### src/rtl/mini_calc_arbiter_if.sv
// Handshake and calculator bus of mini_calc_arbiter: two requesters, one response
// channel, and the drive/return signals of the shared calculator.
interface mini_calc_arbiter_if #(
  parameter int INPUT_BIT_WIDTH = 8,
  parameter int INSTR_BIT_WIDTH = 4
);
  logic                       Req0Valid;
  logic                       Req0Ready;
  logic [INSTR_BIT_WIDTH-1:0] Req0Instr;
  logic [INPUT_BIT_WIDTH-1:0] Req0A;
  logic [INPUT_BIT_WIDTH-1:0] Req0B;
  logic                       Req1Valid;
  logic                       Req1Ready;
  logic [INSTR_BIT_WIDTH-1:0] Req1Instr;
  logic [INPUT_BIT_WIDTH-1:0] Req1A;
  logic [INPUT_BIT_WIDTH-1:0] Req1B;
  logic                       RspValid;
  logic                       RspReady;
  logic                       RspId;
  logic [INPUT_BIT_WIDTH-1:0] RspA;
  logic [INPUT_BIT_WIDTH-1:0] RspB;
  logic [INSTR_BIT_WIDTH-1:0] CalcInstruction;
  logic [INPUT_BIT_WIDTH-1:0] CalcInputA;
  logic [INPUT_BIT_WIDTH-1:0] CalcInputB;
  logic [INPUT_BIT_WIDTH-1:0] CalcOutputA;
  logic [INPUT_BIT_WIDTH-1:0] CalcOutputB;
  logic                       Busy;

  modport slave (
    input  Req0Valid, Req0Instr, Req0A, Req0B,
    input  Req1Valid, Req1Instr, Req1A, Req1B,
    input  RspReady, CalcOutputA, CalcOutputB,
    output Req0Ready, Req1Ready, RspValid, RspId, RspA, RspB,
    output CalcInstruction, CalcInputA, CalcInputB, Busy
  );

  modport master (
    output Req0Valid, Req0Instr, Req0A, Req0B,
    output Req1Valid, Req1Instr, Req1A, Req1B,
    output RspReady, CalcOutputA, CalcOutputB,
    input  Req0Ready, Req1Ready, RspValid, RspId, RspA, RspB,
    input  CalcInstruction, CalcInputA, CalcInputB, Busy
  );
endinterface

### src/rtl/mini_calc_arbiter.sv
// Two-requester arbiter in front of a shared fixed-latency calculator.
// Define MINI_CALC_ARB_ROUND_ROBIN_EN for round-robin; otherwise requester 0 has fixed priority.
module mini_calc_arbiter #(
  parameter int                         INPUT_BIT_WIDTH = 8,
  parameter int                         INSTR_BIT_WIDTH = 4,
  parameter int                         CALC_LATENCY    = 2,
  parameter logic [INSTR_BIT_WIDTH-1:0] CODE_INSTR_NOP  = 4'b1111
) (
  input logic                 Clk,
  input logic                 Rst_n,
  mini_calc_arbiter_if.slave  bus
);

  if (CALC_LATENCY < 1 || CALC_LATENCY > 15) begin : g_bad_latency
    $error("mini_calc_arbiter: CALC_LATENCY must be within 1..15");
  end

  localparam logic [3:0] LAT_LD = 4'(CALC_LATENCY);

  typedef enum logic [1:0] {
    IDLE,
    EXEC,
    RESP
  } state_e;

  state_e                     state_q, state_d;
  logic [3:0]                 cnt_q, cnt_d;
  logic [INSTR_BIT_WIDTH-1:0] instr_q, instr_d;
  logic [INPUT_BIT_WIDTH-1:0] a_q, a_d;
  logic [INPUT_BIT_WIDTH-1:0] b_q, b_d;
  logic                       id_q, id_d;
  logic [INPUT_BIT_WIDTH-1:0] rsp_a_q, rsp_a_d;
  logic [INPUT_BIT_WIDTH-1:0] rsp_b_q, rsp_b_d;
  logic                       gnt1;
  logic                       rdy0;
  logic                       rdy1;

`ifdef MINI_CALC_ARB_ROUND_ROBIN_EN
  logic ptr_q, ptr_d;

  always_ff @(posedge Clk or negedge Rst_n) begin
    if (!Rst_n) ptr_q <= 1'b0;
    else        ptr_q <= ptr_d;
  end
`endif

  // Ready is gated by Rst_n so nothing is accepted while reset is held.
  always_comb begin
`ifdef MINI_CALC_ARB_ROUND_ROBIN_EN
    gnt1 = bus.Req1Valid && (!bus.Req0Valid || ptr_q);
`else
    gnt1 = bus.Req1Valid && !bus.Req0Valid;
`endif
    rdy0 = Rst_n && (state_q == IDLE) && bus.Req0Valid && !gnt1;
    rdy1 = Rst_n && (state_q == IDLE) && gnt1;
  end

  always_comb begin
    state_d = state_q;
    cnt_d   = cnt_q;
    instr_d = instr_q;
    a_d     = a_q;
    b_d     = b_q;
    id_d    = id_q;
    rsp_a_d = rsp_a_q;
    rsp_b_d = rsp_b_q;
`ifdef MINI_CALC_ARB_ROUND_ROBIN_EN
    ptr_d   = ptr_q;
`endif
    case (state_q)
      IDLE: begin
        if (rdy0 || rdy1) begin
          instr_d = rdy1 ? bus.Req1Instr : bus.Req0Instr;
          a_d     = rdy1 ? bus.Req1A     : bus.Req0A;
          b_d     = rdy1 ? bus.Req1B     : bus.Req0B;
          id_d    = rdy1;
          cnt_d   = LAT_LD;
          state_d = EXEC;
        end
      end
      EXEC: begin
        cnt_d = cnt_q - 4'd1;
        if (cnt_q == 4'd1) begin
          rsp_a_d = bus.CalcOutputA;
          rsp_b_d = bus.CalcOutputB;
          state_d = RESP;
        end
      end
      RESP: begin
        if (bus.RspReady) begin
          state_d = IDLE;
`ifdef MINI_CALC_ARB_ROUND_ROBIN_EN
          ptr_d   = ~id_q;
`endif
        end
      end
      default: state_d = IDLE;
    endcase
  end

  always_ff @(posedge Clk or negedge Rst_n) begin
    if (!Rst_n) begin
      state_q <= IDLE;
      cnt_q   <= '0;
      instr_q <= CODE_INSTR_NOP;
      a_q     <= '0;
      b_q     <= '0;
      id_q    <= 1'b0;
      rsp_a_q <= '0;
      rsp_b_q <= '0;
    end else begin
      state_q <= state_d;
      cnt_q   <= cnt_d;
      instr_q <= instr_d;
      a_q     <= a_d;
      b_q     <= b_d;
      id_q    <= id_d;
      rsp_a_q <= rsp_a_d;
      rsp_b_q <= rsp_b_d;
    end
  end

  assign bus.Req0Ready       = rdy0;
  assign bus.Req1Ready       = rdy1;
  assign bus.RspValid        = (state_q == RESP);
  assign bus.RspId           = id_q;
  assign bus.RspA            = rsp_a_q;
  assign bus.RspB            = rsp_b_q;
  assign bus.Busy            = (state_q != IDLE);
  assign bus.CalcInstruction = (state_q == EXEC) ? instr_q : CODE_INSTR_NOP;
  assign bus.CalcInputA      = (state_q == EXEC) ? a_q : '0;
  assign bus.CalcInputB      = (state_q == EXEC) ? b_q : '0;

endmodule

### src/flat_wrapper.sv
// flat-port wrapper written by rule: the top's interface ports become plain ports
module mini_calc_arbiter_flat 
#(
  parameter int                         INPUT_BIT_WIDTH = 8,
  parameter int                         INSTR_BIT_WIDTH = 4,
  parameter int                         CALC_LATENCY    = 2,
  parameter logic [INSTR_BIT_WIDTH-1:0] CODE_INSTR_NOP  = 4'b1111
)
  (Clk, Rst_n, bus_Req0Valid, bus_Req0Instr, bus_Req0A, bus_Req0B, bus_Req1Valid, bus_Req1Instr, bus_Req1A, bus_Req1B, bus_RspReady, bus_CalcOutputA, bus_CalcOutputB, bus_Req0Ready, bus_Req1Ready, bus_RspValid, bus_RspId, bus_RspA, bus_RspB, bus_CalcInstruction, bus_CalcInputA, bus_CalcInputB, bus_Busy);
  mini_calc_arbiter_if #(.INPUT_BIT_WIDTH(INPUT_BIT_WIDTH), .INSTR_BIT_WIDTH(INSTR_BIT_WIDTH)) bus_i ();
  input logic Clk;
  input logic Rst_n;
  input wire logic [$bits(bus_i.Req0Valid)-1:0] bus_Req0Valid;
  input wire logic [$bits(bus_i.Req0Instr)-1:0] bus_Req0Instr;
  input wire logic [$bits(bus_i.Req0A)-1:0] bus_Req0A;
  input wire logic [$bits(bus_i.Req0B)-1:0] bus_Req0B;
  input wire logic [$bits(bus_i.Req1Valid)-1:0] bus_Req1Valid;
  input wire logic [$bits(bus_i.Req1Instr)-1:0] bus_Req1Instr;
  input wire logic [$bits(bus_i.Req1A)-1:0] bus_Req1A;
  input wire logic [$bits(bus_i.Req1B)-1:0] bus_Req1B;
  input wire logic [$bits(bus_i.RspReady)-1:0] bus_RspReady;
  input wire logic [$bits(bus_i.CalcOutputA)-1:0] bus_CalcOutputA;
  input wire logic [$bits(bus_i.CalcOutputB)-1:0] bus_CalcOutputB;
  output wire logic [$bits(bus_i.Req0Ready)-1:0] bus_Req0Ready;
  output wire logic [$bits(bus_i.Req1Ready)-1:0] bus_Req1Ready;
  output wire logic [$bits(bus_i.RspValid)-1:0] bus_RspValid;
  output wire logic [$bits(bus_i.RspId)-1:0] bus_RspId;
  output wire logic [$bits(bus_i.RspA)-1:0] bus_RspA;
  output wire logic [$bits(bus_i.RspB)-1:0] bus_RspB;
  output wire logic [$bits(bus_i.CalcInstruction)-1:0] bus_CalcInstruction;
  output wire logic [$bits(bus_i.CalcInputA)-1:0] bus_CalcInputA;
  output wire logic [$bits(bus_i.CalcInputB)-1:0] bus_CalcInputB;
  output wire logic [$bits(bus_i.Busy)-1:0] bus_Busy;
  assign bus_i.Req0Valid = bus_Req0Valid;
  assign bus_i.Req0Instr = bus_Req0Instr;
  assign bus_i.Req0A = bus_Req0A;
  assign bus_i.Req0B = bus_Req0B;
  assign bus_i.Req1Valid = bus_Req1Valid;
  assign bus_i.Req1Instr = bus_Req1Instr;
  assign bus_i.Req1A = bus_Req1A;
  assign bus_i.Req1B = bus_Req1B;
  assign bus_i.RspReady = bus_RspReady;
  assign bus_i.CalcOutputA = bus_CalcOutputA;
  assign bus_i.CalcOutputB = bus_CalcOutputB;
  assign bus_Req0Ready = bus_i.Req0Ready;
  assign bus_Req1Ready = bus_i.Req1Ready;
  assign bus_RspValid = bus_i.RspValid;
  assign bus_RspId = bus_i.RspId;
  assign bus_RspA = bus_i.RspA;
  assign bus_RspB = bus_i.RspB;
  assign bus_CalcInstruction = bus_i.CalcInstruction;
  assign bus_CalcInputA = bus_i.CalcInputA;
  assign bus_CalcInputB = bus_i.CalcInputB;
  assign bus_Busy = bus_i.Busy;
  mini_calc_arbiter #(.INPUT_BIT_WIDTH(INPUT_BIT_WIDTH), .INSTR_BIT_WIDTH(INSTR_BIT_WIDTH), .CALC_LATENCY(CALC_LATENCY), .CODE_INSTR_NOP(CODE_INSTR_NOP)) u_core (.Clk(Clk), .Rst_n(Rst_n), .bus(bus_i));
endmodule
### config.mk
export PLATFORM = sky130hd
export DESIGN_NAME = mini_calc_arbiter_flat
export DESIGN_NICKNAME = d
export VERILOG_FILES = /design/src/rtl/mini_calc_arbiter_if.sv /design/src/rtl/mini_calc_arbiter.sv /design/src/flat_wrapper.sv
export SDC_FILE = /design/constraint.sdc
export NUM_CORES = 1
export LEC_CHECK = 0
export CAP_MARGIN = 20
export CORE_MARGIN = 3
export CORE_UTILIZATION = 44
export DETAILED_ROUTE_END_ITERATION = 10
export PLACE_DENSITY_LB_ADDON = 0.05
export SKIP_LAST_GASP = 1
export SYNTH_ARGS = -nofsm -noshare
export SYNTH_HDL_FRONTEND = slang
export SYNTH_SLANG_ARGS = --single-unit
### constraint.sdc
create_clock -name Clk -period 4.4 [get_ports Clk]
set_input_delay 1.32 -clock Clk [delete_from_list [all_inputs] [get_ports Clk]]
set_output_delay 1.32 -clock Clk [all_outputs]
set_load 0.05 [all_outputs]
==> flow_metrics.env <==
export IMPL_status="complete, no violations"
export IMPL_worst_pin_slew_ns=0.535
export IMPL_nets=326
export IMPL_vdd_drop_max_v=0.000432
export IMPL_post_drt_wl_per_cell_um=14.1
export IMPL_total_power_uw=2690
export IMPL_ys_types=29
export IMPL_p_leak_uw=0.00139
export IMPL_fp_dieH_um=76.5
export IMPL_critPathMaxFanout=3
export IMPL_p_per_area_nw_per_um2=807
export IMPL_finalCriticalPeriod_ns=3.65
export IMPL_htree_levels=2
export IMPL_ys_top_cells_by_area="dfrtp_1, mux2_2, mux2_4, and2_1, dfstp_2"
export IMPL_critPathRequiredTime_ns=3.08
export IMPL_cts_setup_buffers=0
export IMPL_cts_hold_buf=0
export IMPL_root_buffer="clkbuf_8"
export IMPL_routed_wl_um=4680
export IMPL_die_x_um=76.5
export IMPL_fin_skew_ns=0.00825
export IMPL_ant_nets=0
export IMPL_clk_latency_ns=0.29
export IMPL_io_pins=102
export IMPL_grt_setup_unrepaired="false"
export IMPL_finalMaxSlewViolations=0
export IMPL_grt_pass1_wl_um=8070
export IMPL_avgSynthCellArea_um2=13.7
export IMPL_finalHoldViolCount=0
export IMPL_antenna_found_initial=0
export IMPL_synthCells=160
export IMPL_fmax_mhz=274
export IMPL_cp_arrival_ns=2.33
export IMPL_core_um2=4750
export IMPL_viasPerCell=4.67
export IMPL_cp_end_kind="output port"
export IMPL_synth_edf_count=0
export IMPL_startpoint_type="input port"
export IMPL_hold_path_class="flip-flop to flip-flop"
export IMPL_grt_use_total_pct=17.2
export IMPL_yosysSeqAreaShare_pct=49.5
export IMPL_die_area_um2=5850
export IMPL_synthArstFlopShare_pct=100
export IMPL_drt_iter0_markers=56
export IMPL_drc=0
export IMPL_overflow=0
export IMPL_rows=25
export IMPL_syn2layout_area_growth_pct=52.2
export IMPL_cts_tree="yes"
export IMPL_setup_tns_ns=0
export IMPL_yosysWarningCount=0
export IMPL_diodes=0
export IMPL_synthesis_nets=223
export IMPL_cts_buffers=5
export IMPL_cts_resized=0
export IMPL_cts_sinks=43
export IMPL_setup_viol_count_final=0
export IMPL_dp_hpwl_um=3400
export IMPL_drive_gt1_share_pct=29.2
export IMPL_fillers=353
export IMPL_syn_area_um2=2190
export IMPL_grt_max_degree=44
export IMPL_critPathKind="input port to output port"
export IMPL_synth_top_area_cell="dfrtp_1"
export IMPL_ys_seq_elements=43
export IMPL_gp_congestion=0.770
export IMPL_drv_cap=0
export IMPL_start_util_pct=46.0
export IMPL_cts_buffer_depth=2
export IMPL_synth_top_area_share_pct=44.6
export IMPL_port_buffers=101
export IMPL_timing_slew_headroom_pct=64.3
export IMPL_synth_main_ff_cell="dfrtp_1"
export IMPL_period_share_pct=82.9
export IMPL_grt_pass1_vias=1661
export IMPL_clk_pin_slew_ns=0.07
export IMPL_dr_pass1_iters=4
export IMPL_vias=1545
## path summary, 6_finish.rpt
| kind | from | end | slack [ns] | cells after the start |
|---|---|---|---|---|
| worst min-delay path | u_core.b_q[7] | u_core.b_q[7] | 0.50 | 1 |
| min in group asynchronous | Rst_n | u_core.bus.RspA[4] | 1.11 | 2 |
| max in group asynchronous | Rst_n | u_core.b_q[1] | 2.92 | 2 |
| worst max register to register | u_core.state_q[0] | u_core.a_q[1] | 2.58 | 4 |
| worst min register to register | u_core.b_q[7] | u_core.b_q[7] | 0.50 | 1 |
| worst max-delay path | bus_Req1Valid | bus_Req1Ready | 0.75 | 4 |
## through the flow
stage	instance area [um^2]	hold slack (ns)	util [%]	worst slack, ns	std cells
after detailed placement	3250	0.487	68.3	0.752	323
after global routing	3330	0.521	70.0	0.663	331
after floorplan	2190	0.472	-	0.914	160
final	3330	0.500	70.0	0.750	331
after CTS	3330	0.504	70.0	0.746	331
after global placement	3250	0.482	68.3	0.762	323
## cell usage in the layout, fill, tap and decap left out, types with 2 or more instances in the layout
master,n
buf_4,3
ha_1,2
nor2_1,3
nand2b_1,6
mux2_4,15
o21ai_0,2
and2_1,18
clkbuf_8,5
dfstp_2,4
clkbuf_1,2
mux2_2,41
buf_12,2
clkdlybuf4s50_1,98
nor3b_2,2
dfrtp_1,39
nand2_1,4
inv_1,4
## layout make-up
| cell class | count | area (um^2) | share of cell area (%) |
|---|---|---|---|
| multi-input combinational | 105 | 1020 | 30.6 |
| inverter | 4 | 15.0 | 0.451 |
| sequential | 43 | 1080 | 32.5 |
| clock buffer | 7 | 76.3 | 2.29 |
| timing repair buffer | 104 | 1050 | 31.5 |
| tap | 67 | 83.8 | 2.52 |
| clock inverter | 1 | 5.00 | 0.150 |
## kinds of logic after synthesis
group,count (synthesis),synth area share [%]
muxes,56,31.4
DFF,43,49.5
buffers and inverters,12,4.12
adders and majority gates,2,1.14
and+or+nand+nor,38,11.0
AOI/OAI and AO/OA,7,2.06
xor gates and xnor gates,2,0.802
## where the power goes
| part | internal (uW) | switching [uW] | leakage, uW |
|---|---|---|---|
| clock | 111 | 128 | 0.0000422 |
| combinational | 701 | 1020 | 0.000847 |
| sequential | 610 | 111 | 0.000503 |
## critical path, cell delays in order
cell and delay, ns:
clkdlybuf4s50_1 0.50, nor2b_2 0.17, and2_1 0.19, buf_12 0.15
## state kept, by name, indices dropped and copies added (netlist names)
name / cells
u_core.state_q: 2
u_core.bus.RspId: 1
u_core.b_q: 8
u_core.instr_q: 4
u_core.bus.RspA: 8
u_core.cnt_q: 4
u_core.bus.RspB: 8
u_core.a_q: 8
## metal layers
metal	share of wire (%)	up-vias	global-route usage (%)	wire, um
li1	-	749	-	-
met1	41	743	21.8	1930
met2	52	49	28.0	2410
met3	6.5	4	6.38	306
met4	0.73	0	4.35	34
met5	0	-	0	0
## synthesized netlist by cell type, types with 2 or more instances
library cell	count
mux2_2	41
dfrtp_1	39
and2_1	18
mux2_4	15
nand2b_1	6
dfstp_2	4
inv_1	4
nand2_1	4
nor2_1	3
buf_2	2
buf_6	2
clkbuf_1	2
ha_1	2
nor3b_2	2
o21ai_0	2
No activity file was read; power rests on OpenSTA's default activity.
